## src/rtl/down_counter.sv

```systemverilog
// down_counter: loadable down-counter with a three-state IDLE/RUN/DONE controller.
// q, borrow, zero and busy are all registered and update on the same edge.
// Optional macro DOWN_COUNTER_RELOAD_EN: remembers the last loaded value and
// restarts the count from it when en is seen in DONE (free-running period).
//
//   state | meaning
//   IDLE  | after clear; q held, en ignored
//   RUN   | counting down, one step per enabled cycle
//   DONE  | count reached zero; waits for load (or reload when enabled)
module down_counter #(
    parameter int WIDTH = 4
) (
    input  logic             clk,
    input  logic             clear,
    input  logic             load,
    input  logic [WIDTH-1:0] load_val,
    input  logic             en,
    output logic [WIDTH-1:0] q,
    output logic             borrow,
    output logic             zero,
    output logic             busy
);

    typedef enum logic [1:0] {
        IDLE = 2'd0,
        RUN  = 2'd1,
        DONE = 2'd2
    } state_t;

    state_t           state;
    state_t           state_nx;
    logic [WIDTH-1:0] q_nx;
    logic             borrow_nx;

`ifdef DOWN_COUNTER_RELOAD_EN
    logic [WIDTH-1:0] reload;

    // Reload value follows every load so DONE can restart the same period.
    always_ff @(posedge clk) begin
        if (clear) begin
            reload <= '0;
        end else if (load) begin
            reload <= load_val;
        end
    end
`endif

    // State and output registers; clear wins over everything else.
    always_ff @(posedge clk) begin
        if (clear) begin
            state  <= IDLE;
            q      <= '0;
            borrow <= 1'b0;
            zero   <= 1'b1;
            busy   <= 1'b0;
        end else begin
            state  <= state_nx;
            q      <= q_nx;
            borrow <= borrow_nx;
            zero   <= (q_nx == '0);
            busy   <= (state_nx == RUN);
        end
    end

    // Next-state and next-count decode; load has priority over en.
    always_comb begin
        state_nx  = state;
        q_nx      = q;
        borrow_nx = 1'b0;
        if (load) begin
            q_nx = load_val;
            if (load_val != '0) begin
                state_nx = RUN;
            end else begin
                state_nx  = DONE;
                borrow_nx = 1'b1;
            end
        end else begin
            case (state)
                RUN: begin
                    if (en) begin
                        // q <= 1 folds the (unreachable) q == 0 case into the
                        // terminal step so the count can never wrap.
                        if (q > WIDTH'(1)) begin
                            q_nx = q - WIDTH'(1);
                        end else begin
                            q_nx      = '0;
                            state_nx  = DONE;
                            borrow_nx = 1'b1;
                        end
                    end
                end
                DONE: begin
`ifdef DOWN_COUNTER_RELOAD_EN
                    if (en && (reload != '0)) begin
                        q_nx     = reload;
                        state_nx = RUN;
                    end
`else
                    q_nx = '0;
`endif
                end
                default: begin
                    state_nx = state;
                end
            endcase
        end
    end

endmodule

```

## config.mk

```make
export PLATFORM = sky130hd
export DESIGN_NAME = down_counter
export DESIGN_NICKNAME = d
export VERILOG_FILES = /design/src/rtl/down_counter.sv
export SDC_FILE = /design/constraint.sdc
export NUM_CORES = 1
export LEC_CHECK = 0
export CAP_MARGIN = 20
export CORE_AREA = 2 2 39 41
export DETAILED_ROUTE_END_ITERATION = 8
export DIE_AREA = 0 0 41 43
export MAX_ROUTING_LAYER = met4
export PLACE_DENSITY = 0.68
export SYNTH_ARGS = -nofsm -noshare
export SYNTH_HDL_FRONTEND = slang
export SYNTH_SLANG_ARGS = --single-unit
```

## constraint.sdc

```tcl
create_clock -name clk -period 2.3 [get_ports clk]
set_input_delay 0.23 -clock clk [delete_from_list [all_inputs] [get_ports clk]]
set_output_delay 0.23 -clock clk [all_outputs]
set_load 0.01 [all_outputs]
```

==> run summary <==
status = finished clean
I/O Buffers = 14
Core Box Area = 1384 um2
DP HPWL = 802.8 um
CP max-delay cell = or4b_1
Slew Viols, Final = 0
wire per inst = 12.40 um
Hold-fix buffers, CTS = 0
starting DRC count in detailed routing = 4
Total Power = 0.0004032 W
cts bufs inserted = 3
Die H = 43 um
CTS tree = done
critical path type = reg2reg
design area = 679.4 um2
final RePlAce weighted congestion = 0.8357
largest net degree at the start of global routing = 14
Root Driver = clkbuf_4
Post-synth EDFFs = 0
R2R Path End = zero
final hold viol count = 0
Avg Vias per Cell = 5.270
worst r2r src = state[1]
Async SR Flop Fraction = 0
worst path required time = 2.47 ns
Critical Path Source Type = flip-flop
Pleak = 0.2398 nW
Starting Density = 0.3617
synth unique cells = 30
site row count = 14
P&R area growth vs syn = 35.75%
worst r2r path cells = 6
WP data arrival = 2.07 ns
slowest stage delay, CP = 0.51 ns
Post-DP Area = 653.1 um2
register area share after synthesis = 0.3600
Synth top area share = 0.3600
CP endpoint = zero
DRT antenna net count = 0
routed via count = 469
TritonRoute pass-1 iters = 4
worst-path cell chain = inv_1 -> ha_1 -> or4b_1 -> o221ai_2 -> o21ai_1 -> nor4_2
start point of the critical path = state[1]
total wire length = 1104 um
Max-Cap Viols = 0
chip width = 41 um
clk slew on worst S/H paths = 0.06 ns
I/O Pins = 15
FF-to-FF setup slack = 0.41 ns
relative slew slack = 0.7496
Least-Margin Pin Slew = 0.3744 ns
postcts setup bufs = 0
Top FF cell, synth = dfxtp_1
#FFs+latches synth = 9
Ys Warns = 0
H-Tree Depth = 1
n_diodes = 0
clock sink count = 9
final setup vio count = 0
vias in the first global route = 454
gr ovfl total = 0
FMAX = 528.2 MHz
CP Capture Type = flip-flop
cell area after synthesis = 500.5 um2
Cells after Synth = 57
post-CTS sizing = 0
Worst-Skew Late Latency = 0.26 ns
crit path max fanout = 6
HP Class = reg2reg
RSZ-0062 raised after global routing = false
Cell Pwr Density = 593.5 nW/um2
VDD IR max = 0.2627 mV
ranking of synthesized cells by area = dfxtp_1 36%, ha_1 7.5%, nor2_1 4.5%, nand2_1 3.8%, inv_1 3.0%
DRC Markers = 0
syn avg cell area = 8.780 um2
Post-synth top cells = 9 x dfxtp_1, 6 x nor2_1, 5 x nand2_1, 4 x inv_1, 3 x ha_1
setup_tns = 0 ns
first-pass GRT wire length = 1973 um
gr usage total = 0.1754
die area = 1763 um2
Layout Nets = 85
Max Buffers Root-to-Sink = 2
Net Count, Synth = 68
initial antenna violation count = 0
clk_skew = 0.003717 ns
Yosys top cell by area = dfxtp_1
fin crit period = 1.893 ns
final period utilization = 0.8232
most frequent cell after synthesis = dfxtp_1
share of cells above drive strength 1 = 0.06849
## area by class of cell
class / instances / area, um2
sequential: 9 / 180.2
timing repair buffer: 14 / 140.1
inverter: 4 / 15.01
clock buffer: 4 / 26.28
multi-input combinational: 42 / 297.8
fill: 139 / 704.4
tap: 16 / 20.02
## flip-flops by register name, summed over array words and instances, names as in the netlist
name,count
state,2
busy,1
borrow,1
zero,1
q,4
## routing by layer
metal | part of all wire | vias to the layer above | GRT usage
met5 | 0 | - | -
met4 | 0.027 | 0 | 0.1000
met3 | 0.098 | 4 | 0.07330
met2 | 0.42 | 24 | 0.2313
met1 | 0.45 | 201 | 0.2175
li1 | - | 240 | -
## per-stage QoR
step,setup WS (ns),instances,hold slack (ns),util
CTS,0.3961,89,0.4788,0.4910
finish,0.4067,89,0.4794,0.4910
global route,0.2425,89,0.5070,0.4910
floorplan,0.5444,57,0.3935,-
global placement,0.4683,85,0.4654,0.4720
detailed placement,0.4372,85,0.4683,0.4720
## critical path, delay by kind of cell, from the launching register on
family	cells	cell delay [ns]
AOI/OAI and AO/OA	2	0.29
and+or+nand+nor	2	0.79
adders and majority gates	1	0.36
DFF	1	0.32
buffers and inverters	1	0.06
## power by group
group	internal (W)	switching [W]
logic	0.0000543	0.0000477
clock network	0.0000668	0.0000550
registers	0.000169	0.0000106
## placed cells by master, fill, tap and decap left out, types with 2 or more instances in the layout
cell type / netlist / routed
a21oi_1: 2 / 2
clkbuf_4: 0 / 3
clkdlybuf4s50_1: 0 / 14
dfxtp_1: 9 / 9
ha_1: 3 / 3
inv_1: 4 / 4
nand2_1: 5 / 5
nor2_1: 6 / 6
nor2b_1: 2 / 2
nor3_1: 2 / 2
o21ai_1: 2 / 2
## kinds of logic after synthesis
kind of cell | Yosys count | synth area share
and+or+nand+nor | 25 | 0.3000
AOI/OAI and AO/OA | 12 | 0.1800
DFF | 9 | 0.3600
buffers and inverters | 6 | 0.04500
adders and majority gates | 3 | 0.07501
xor gates and xnor gates | 1 | 0.01750
muxes | 1 | 0.02250
## how the worst min path moves through the flow
stage / from / end / depth (start not counted)
finish: state[1] / state[1] / 2
CTS: state[1] / state[1] / 2
global placement: state[1] / state[1] / 2
detailed placement: state[1] / state[1] / 2
global route: state[1] / state[1] / 2
floorplan: load_val[1] / q[1] / 2
(Power assumes the default switching activity.)
